File: config.mk
export PLATFORM = sky130hd
export DESIGN_NAME = vertexinput_job_ctrl
export DESIGN_NICKNAME = d
export VERILOG_FILES = /design/src/rtl/vertexinput_job_ctrl_pkg.sv /design/src/rtl/vertexinput_irq_flags.sv /design/src/rtl/vertexinput_job_ctrl.sv
export SDC_FILE = /design/constraint.sdc
export NUM_CORES = 1
export LEC_CHECK = 0
export ABC_AREA = 1
export CAP_MARGIN = 10
export CORE_ASPECT_RATIO = 2
export CORE_MARGIN = 3
export CORE_UTILIZATION = 29
export DETAILED_ROUTE_END_ITERATION = 12
export HOLD_SLACK_MARGIN = 0.02
export PLACE_DENSITY = 0.6
export SLEW_MARGIN = 25
export SYNTH_ARGS = -nofsm -noshare
export SYNTH_HDL_FRONTEND = slang
export SYNTH_SLANG_ARGS = --single-unit
export TNS_END_PERCENT = 20
File: constraint.sdc
create_clock -name clk -period 4.2 [get_ports clk]
set_clock_uncertainty 0.05 [all_clocks]
set_input_delay 0.42 -clock clk [delete_from_list [all_inputs] [get_ports clk]]
set_output_delay 0.42 -clock clk [all_outputs]
set_load 0.005 [all_outputs]
File: src/rtl/vertexinput_job_ctrl_pkg.sv
// Shared types and helpers for the vertex-input job sequencer.
package vertexinput_job_ctrl_pkg;

  typedef enum logic [1:0] {
    IDLE  = 2'd0,
    ISSUE = 2'd1,
    DRAIN = 2'd2
  } state_e;

  typedef enum logic [1:0] {
    ST_IDLE  = 2'd0,
    ST_BUSY  = 2'd1,
    ST_DONE  = 2'd2,
    ST_ERROR = 2'd3
  } status_e;

  localparam int IRQ_DONE = 0;
  localparam int IRQ_ERR  = 1;

  // Vertices per request for a config0 mode; 0 marks the reserved encoding.
  function automatic logic [2:0] mode_step(input logic [1:0] mode);
    case (mode)
      2'd0:    return 3'd1;
      2'd1:    return 3'd2;
      2'd2:    return 3'd4;
      default: return 3'd0;
    endcase
  endfunction

endpackage

File: src/rtl/vertexinput_irq_flags.sv
// Sticky interrupt flags: set pulses accumulate until the matching clear bit; set wins.
// One-cycle latency for both set and clear; no backpressure.
module vertexinput_irq_flags #(
  parameter int W = 2
) (
  input  logic         clk,
  input  logic         rst,
  input  logic [W-1:0] set,
  input  logic [W-1:0] clr,
  output logic [W-1:0] flag
);

  logic [W-1:0] flag_q, flag_d;

  always_comb begin
    flag_d = (flag_q & ~clr) | set;
  end

  always_ff @(posedge clk) begin
    if (rst) begin
      flag_q <= '0;
    end else begin
      flag_q <= flag_d;
    end
  end

  assign flag = flag_q;

endmodule

File: src/rtl/vertexinput_job_ctrl.sv
// Vertex-input job sequencer: start pulse -> request stream (valid/ready) -> drain -> status/irq.
// Outputs registered, one cycle after the causing edge; requests hold while ready is low.
module vertexinput_job_ctrl
  import vertexinput_job_ctrl_pkg::*;
#(
  parameter int CNT_W           = 25,
  parameter int MAX_OUTSTANDING = 4
) (
  input  logic             clk,
  input  logic             rst,
  input  logic [1:0]       cfg_mode,
  input  logic [CNT_W-1:0] cfg_count,
  input  logic             start_pulse,
  output logic [1:0]       status,
  output logic [1:0]       irq_flag,
  input  logic [1:0]       irq_clr,
  output logic             req_valid,
  input  logic             req_ready,
  output logic [CNT_W-1:0] req_index,
  output logic [2:0]       req_len,
  input  logic             rsp_valid,
  input  logic             rsp_err
);

  localparam int OW = $clog2(MAX_OUTSTANDING) + 1;

  state_e           state_q, state_d;
  status_e          status_q, status_d;
  logic [1:0]       mode_q, mode_d;
  logic [CNT_W-1:0] next_index_q, next_index_d;
  logic [CNT_W-1:0] remaining_q, remaining_d;
  logic [OW-1:0]    outstanding_q, outstanding_d;
  logic             err_q, err_d;
  logic [1:0]       fin_q, fin_d;
  logic             req_valid_q, req_valid_d;
  logic [CNT_W-1:0] req_index_q, req_index_d;
  logic [2:0]       req_len_q, req_len_d;

  logic             accept;
  logic             rsp_take;
  logic [CNT_W-1:0] acc_len;
  logic [2:0]       step;
  logic [1:0]       irq_set;

  always_comb begin
    state_d       = state_q;
    status_d      = status_q;
    mode_d        = mode_q;
    fin_d         = '0;
    irq_set       = '0;

    accept        = req_valid_q && req_ready;
    // A response with nothing in flight is stale (e.g. from before a reset).
    rsp_take      = rsp_valid && (outstanding_q != '0);
    acc_len       = accept ? CNT_W'(req_len_q) : '0;
    next_index_d  = next_index_q + acc_len;
    remaining_d   = remaining_q - acc_len;
    outstanding_d = outstanding_q + OW'(accept) - OW'(rsp_take);
    err_d         = err_q | (rsp_take & rsp_err);

    case (state_q)
      IDLE: begin
        // Degenerate starts finish one cycle later without leaving IDLE.
        if (fin_q != '0) begin
          status_d = fin_q[IRQ_ERR] ? ST_ERROR : ST_DONE;
          irq_set  = fin_q;
        end
        if (start_pulse) begin
          mode_d       = cfg_mode;
          next_index_d = '0;
          remaining_d  = cfg_count;
          err_d        = 1'b0;
          if (mode_step(cfg_mode) == 3'd0) begin
            fin_d[IRQ_ERR] = 1'b1;
          end else if (cfg_count == '0) begin
            fin_d[IRQ_DONE] = 1'b1;
          end else begin
            state_d = ISSUE;
          end
        end
      end
      ISSUE: begin
        status_d = ST_BUSY;
        if (remaining_d == '0 || err_d) begin
          state_d = DRAIN;
        end
      end
      DRAIN: begin
        if (outstanding_q == '0) begin
          state_d           = IDLE;
          status_d          = err_q ? ST_ERROR : ST_DONE;
          irq_set[IRQ_ERR]  = err_q;
          irq_set[IRQ_DONE] = !err_q;
        end
      end
      default: begin
        state_d = IDLE;
      end
    endcase

    step        = mode_step(mode_d);
    req_valid_d = (state_q == ISSUE) && (state_d == ISSUE) &&
                  (outstanding_d < OW'(MAX_OUTSTANDING));
    req_index_d = '0;
    req_len_d   = '0;
    if (req_valid_d) begin
      req_index_d = next_index_d;
      req_len_d   = (remaining_d < CNT_W'(step)) ? remaining_d[2:0] : step;
    end
  end

  always_ff @(posedge clk) begin
    if (rst) begin
      state_q       <= IDLE;
      status_q      <= ST_IDLE;
      mode_q        <= '0;
      next_index_q  <= '0;
      remaining_q   <= '0;
      outstanding_q <= '0;
      err_q         <= 1'b0;
      fin_q         <= '0;
      req_valid_q   <= 1'b0;
      req_index_q   <= '0;
      req_len_q     <= '0;
    end else begin
      state_q       <= state_d;
      status_q      <= status_d;
      mode_q        <= mode_d;
      next_index_q  <= next_index_d;
      remaining_q   <= remaining_d;
      outstanding_q <= outstanding_d;
      err_q         <= err_d;
      fin_q         <= fin_d;
      req_valid_q   <= req_valid_d;
      req_index_q   <= req_index_d;
      req_len_q     <= req_len_d;
    end
  end

  vertexinput_irq_flags #(
    .W(2)
  ) u_irq_flags (
    .clk  (clk),
    .rst  (rst),
    .set  (irq_set),
    .clr  (irq_clr),
    .flag (irq_flag)
  );

  assign status    = status_q;
  assign req_valid = req_valid_q;
  assign req_index = req_index_q;
  assign req_len   = req_len_q;

endmodule

# Word level (Yosys, flattened, before mapping)

Cells that the tools add are included.

Register bits: 93
Bits in latches: 0
Bits in writable memories: 0
Memory bits (read-only): 0
Input bits: 35
Output and inout bits: 33
Word-level logic and storage cells: 86
Memories: 0

$add $sub $neg: 4
Multiply operators: 0
Divide/modulo/power cells: 0
$lt $le $gt $ge: 2
Eq/ne operators: 9
Shifts and indexed selects: 0
Mux-type cells: 30
Bitwise operators: 8
Reductions and logical operators: 20

Operators with widths:

| operator                                                         | number |
|---|---|
| 25-bit 2-to-1 mux                                                | 4 |
| 25-bit logical NOT                                               | 2 |
| 25-bit by 3-bit adder with 25-bit output                         | 1 |
| 25-bit by 3-bit less-than comparator with 1-bit output           | 1 |
| 25-bit by 3-bit subtractor with 25-bit output                    | 1 |
| 2-bit 2-to-1 mux                                                 | 11 |
| 3-bit case mux with 3 select lines                               | 2 |
| 3-bit 2-to-1 mux                                                 | 4 |
| 2-bit case mux with 3 select lines                               | 2 |
| 2-bit by 1-bit == test with 1-bit output (second input constant) | 4 |
| 2-bit == test (second input constant)                            | 3 |
| 2-bit logical NOT                                                | 3 |
| 3-bit logical NOT                                                | 2 |
| 1-bit 2-to-1 mux                                                 | 6 |
| 3-bit nonzero test                                               | 2 |
| 1-bit logical AND                                                | 4 |
| 2-bit inequality test (second input constant)                    | 2 |
| 2-bit case mux with 2 select lines                               | 1 |
| 4-bit OR reduction                                               | 1 |
| 3-bit by 1-bit adder with 3-bit output                           | 1 |
| 3-bit less-than comparator (second input constant)               | 1 |
| 1-bit NOT                                                        | 3 |
| 3-bit AND reduction                                              | 1 |
| 3-bit OR reduction                                               | 1 |
| 10 further kinds                                                 | 10 |

# Longest topological paths before layout

Depth after elaboration: 13
Gate-level depth with buffers: 25
Gate-level depth less buffers: 24

# Modules after synthesis

Synthesis repeated with hierarchy kept, for this count alone.

Cell total of the unflattened synthesis: 750
Area, all modules: 4,908.5 um^2

By module, submodules not included:

| module                | times used | cells each | area an instance (um^2) | seq. area each (um^2) |
|---|---|---|---|---|
| vertexinput_job_ctrl  | 1          | 740        | 4,835.9                 | 1,821.7 |
| vertexinput_irq_flags | 1          | 10         | 72.6                    | 40.0 |

# Worst setup path after synthesis

No wires, ideal clock.

Kind: reg-to-reg
Start point: register state_q[1]
End point: register req_len_q[2] (netlist: req_len[2])
Setup time: 0.112 ns
Data arrival time: 2.887 ns
Required time: 4.038 ns
Setup slack: 1.152 ns
Cell stages (with the launch flop): 22
Buffers on the path: 2
Period minus slack after synthesis: 3.048 ns
Cells stage by stage: dfxtp_1 -> inv_1 -> ha_1 -> nand2_1 -> inv_1 -> clkbuf_1 -> clkbuf_1 -> or2_2 -> o21ai_0 -> ha_1 -> nand3_1 -> nand2_1 -> nor2_1 -> nand2_1 -> nor2_1 -> nand3_1 -> nor2_1 -> nand2_1 -> nand2_1 -> nand2_1 -> inv_1 -> nor2_4

Elaborated cells between the ends (all ways): 22
Classes of those cells: 1 x order compare; 5 x eq/ne; 10 x mux; 1 x bitwise; 5 x reduce/logical

RTL lines:

| element                                                | line                        | RTL |
|---|---|---|
| start: declaration                                     | vertexinput_job_ctrl.sv:27  | `state_e state_q, state_d;` |
| start signal: assignment                               | vertexinput_job_ctrl.sv:126 | `state_q <= state_d;` |
| 2-bit logical NOT                                      | vertexinput_job_ctrl.sv:61  | `case (state_q)` |
| 25-bit 2-to-1 mux                                      | vertexinput_job_ctrl.sv:61  |  |
| named net remaining_d[1]                               | vertexinput_job_ctrl.sv:31  | `logic [CNT_W-1:0] remaining_q, remaining_d;` |
| 25-bit by 3-bit less-than comparator with 1-bit output | vertexinput_job_ctrl.sv:108 | `req_len_d = (remaining_d < CNT_W'(step)) ? remaining_d[2:0] : step;` |
| 3-bit 2-to-1 mux                                       | vertexinput_job_ctrl.sv:108 |  |
| end signal: assignment                                 | vertexinput_job_ctrl.sv:136 | `req_len_q <= req_len_d;` |
| end: declaration                                       | vertexinput_job_ctrl.sv:37  | `logic [2:0] req_len_q, req_len_d;` |

The timed path passes the listed nets, and every way through them passes these cells.
A chain may end at the register's enable or synchronous reset.

# Worst setup path after layout

Start point: input port req_ready
End point: register req_len_q[2] (netlist: req_len[2])

Elaborated cells between the ends (all ways): 19
Classes of those cells: 3 x add/sub; 2 x order compare; 1 x eq/ne; 6 x mux; 1 x bitwise; 6 x reduce/logical

RTL lines:

| element                                                | line                        | RTL |
|---|---|---|
| start: declaration                                     | vertexinput_job_ctrl.sv:18  | `input logic req_ready,` |
| 1-bit logical AND (*)                                  | vertexinput_job_ctrl.sv:52  | `accept = req_valid_q && req_ready;` |
| 3-bit 2-to-1 mux (*)                                   | vertexinput_job_ctrl.sv:55  | `acc_len = accept ? CNT_W'(req_len_q) : '0;` |
| 25-bit by 3-bit subtractor with 25-bit output (*)      | vertexinput_job_ctrl.sv:57  | `remaining_d = remaining_q - acc_len;` |
| 25-bit 2-to-1 mux                                      | vertexinput_job_ctrl.sv:68  | `if (start_pulse) begin` |
| 25-bit 2-to-1 mux (*)                                  | vertexinput_job_ctrl.sv:61  |  |
| named net remaining_d[2]                               | vertexinput_job_ctrl.sv:31  |  |
| 25-bit by 3-bit less-than comparator with 1-bit output | vertexinput_job_ctrl.sv:108 |  |
| 3-bit 2-to-1 mux (*)                                   | vertexinput_job_ctrl.sv:108 |  |

Mark *: on every way through the listed nets, which the timed path passes. The rest lies on a longest branch.

==> impl_metrics.yaml <==
outcome:
  outcome: "finished clean"
global_route:
  grt_pass1_vias: 4665
  antenna_found_initial: 0
  grt_max_degree: 42
  track_usage: 0.156
  grt_pass1_wl_um: 22900
  grt_overflow: 0
drt:
  drt_first_pass_iters: 4
  wirelength_um: 14300
  viasPerCell: 4.64
  drc: 0
  ant_nets: 0
  wl_per_cell_um: 14.2
  drt_iter0_markers: 168
  vias: 4664
min_path:
  hold_start: "u_irq_flags.flag[0]$_SDFF_PP0_"
  holdCritPathClass: "flip-flop to flip-flop"
  holdPathEnd: "u_irq_flags.flag[0]$_SDFF_PP0_"
  holdPathStages: 2
die:
  dieArea_um2: 18700
  rows: 66
  die_h_um: 190
  core_area_um2: 16500
  pin_count: 68
  initial_core_util: 0.299
  die_x_um: 98.2
synth:
  synth_edf_count: 0
  yosysUniqueCellTypes: 40
  syn_area_per_cell_um2: 6.75
  synth.largest_area_cell: "dfxtp_1"
  ys_seq_area_frac: 0.377
  synthFlopType: "dfxtp_1"
  synthCells: 731
  yosysWarningCount: 0
  synth_top_area_frac: 0.377
  ys_seq_elements: 93
  syn_area_um2: 4930
  synth_fp_nets: 784
  synth_most_common_cell: "nand2_1"
  synth_commonest_cells: "nand2_1, nor2_1, dfxtp_1, inv_1, nand3_1"
  synth_area_leaders: "dfxtp_1, nand2_1, nor2_1, inv_1, nand3_1"
  synth-async-reset-ratio: 0
final_layout:
  final_area_um2: 6130
  nets: 850
  fillers: 1817
  diodes: 0
  drive_gt1_frac: 0.0773
  area_growth_pct: 24.2
  instances_no_fill: 1006
  final_core_util: 0.371
sta:
  hold_viol: 0
  slew_viol_final: 0
  fin_crit_ns: 3.45
  tns_ns: 0
  fin_crit_sh: 0.821
  slew_headroom: 0.546
  fmax_mhz: 290
  worst_pin_slew_ns: 0.675
  finalWorstSetupSlack_ns: 0.751
  setup_viol: 0
  grt_setup_unrepaired: "no"
cts:
  cts_buffer_depth: 2
  cts-hold-fix-buffers: 0
  root_buffer: "clkbuf_16"
  cts-resized-gates: 0
  clk-insertion-delay-late_ns: 0.35
  numCtsBuffers: 9
  cts_tree: "done"
  post_cts_buffers: 0
  cts.reportedPaths.clkPinSlew_ns: 0.07
  htree_levels: 3
  cts_sinks: 93
place:
  dp_hpwl_um: 11300
  placed_cell_area_um2: 5820
  gp_congestion: 0.894
  dp_slack_ns: 0.366
  io_buffers: 67
  dp.cells: 990
setup_path:
  path_common_cell: "nand2_1"
  crit_fanout: 4
  crit_path_top_delay_cell: "clkdlybuf4s50_1"
  path_buf_inv: 5
  criticalPathCategory: "input pin to flip-flop"
  cp.depth: 22
  crit_family: "simple AND/OR/NAND/NOR gates"
  worst-r2r-setup-slack_ns: 0.85
  cp-start-kind: "input pin"
  r2r_end: "req_len[2]$_SDFF_PP0_"
  required_ns: 4.40
  critPathMaxStageDelay_ns: 0.40
  r2r_cells: 20
  path_cells: "clkdlybuf4s50_1, nand2_1, nor2_1, ha_1, fa_1, inv_1, nand2_2, clkinv_1, o21ai_0, o21ai_0, inv_1, ha_1, a21oi_1, nand3_1, nor2_1, nand3_1, nor2_1, nand2_1, nand2_1, nand2_1, inv_1, nor2_4"
  r2r-start: "state_q[1]$_SDFF_PP0_"
  arrival_ns: 3.65
  crit_path_end_kind: "flip-flop"
power:
  ir_drop_mv: 0.215
  power_leakage_nw: 2.56
  p_per_area_nw_per_um2: 399
flow_run:
  maxCapViolCount: 0
## metal layers
layer  track usage  part of all wire  vias up
li1              -                 -     2421
met1         0.147              0.35     2118
met2         0.311              0.56       94
met3        0.0271             0.039       31
met4        0.0821             0.047        0
met5             0                 0        -
## where the power goes
group | switching (W) | total [W] | leakage, nW | internal, W
clock | 0.000390 | 0.000868 | 0.155 | 0.000478
combinational | 0.000388 | 0.000598 | 1.64 | 0.000210
sequential | 0.0000472 | 0.000978 | 0.756 | 0.000931
## logic make-up (layout without fill, tap and decap cells)
| family | after synthesis | after routing | synth area share |
|---|---|---|---|
| AO/OA/AOI/OAI | 62 | 62 | 0.0705 |
| flip-flops | 93 | 93 | 0.377 |
| adder cells (fa/ha/maj) | 18 | 18 | 0.0502 |
| buffers and inverters | 115 | 186 | 0.0931 |
| AND/OR/NAND/NOR | 431 | 431 | 0.387 |
| XOR/XNOR | 11 | 11 | 0.0195 |
| multiplexers | 1 | 1 | 0.00203 |
## tightest hold or removal path, cell delays in order, from the launching register on
cell and delay [ns]:
dfxtp_1 0.31, nand2_1 0.06, a31oi_1 0.07
## worst max path at each step
stage                                 end  slack (ns)                  start
floorplan           req_len[2]$_SDFF_PP0_        1.15  state_q[1]$_SDFF_PP0_
finish              req_len[2]$_SDFF_PP0_        0.75              req_ready
global route        req_len[2]$_SDFF_PP0_        0.31              req_ready
detailed placement  req_len[2]$_SDFF_PP0_        0.37              req_ready
global placement    req_len[2]$_SDFF_PP0_        0.40              req_ready
CTS                 req_len[2]$_SDFF_PP0_        0.73              req_ready
## cells in the final DEF, fill, tap and decap left out, types with 3 or more instances in the layout
cell type          n
a21oi_1           15
nor4_1             7
inv_1             93
dfxtp_1           93
xnor2_1            6
a31oi_1            3
clkbuf_16          9
nand3b_1           6
nor3_1            11
ha_1              15
nand4_1            8
or2_2              5
clkdlybuf4s50_1   66
nand2_2            4
o21ai_0           33
nand3_1           45
xor2_1             5
nor2_1           151
nand2_1          167
buf_4              5
fa_1               3
inv_6              3
nor2_4            12
nor2_2            11
## registers in the layout, summed over array words and instances, names as in the netlist, 3 cells and up
signal,flops
next_index_q,25
remaining_q,25
req_index,25
outstanding_q,3
req_len,3
## metrics by stage
stage	total power, W	hold WS [ns]
6_report	0.00244	0.441
5_1_grt	0.00259	0.459
4_1_cts	0.00248	0.444
3_5_place_dp	0.00160	0.437
3_3_place_gp	0.00159	0.425
2_1_floorplan	0.00140	0.416
## cell type report
class / instances / area (µm²) / area share
Clock buffer: 9 / 225 / 0.0367
Clock inverter: 7 / 87.6 / 0.0143
Inverter: 97 / 364 / 0.0594
Multi-Input combinational cell: 523 / 2610 / 0.426
Sequential cell: 93 / 1860 / 0.304
Tap cell: 204 / 255 / 0.0416
Timing Repair Buffer: 73 / 723 / 0.118
No activity file was read; power rests on OpenSTA's default activity.
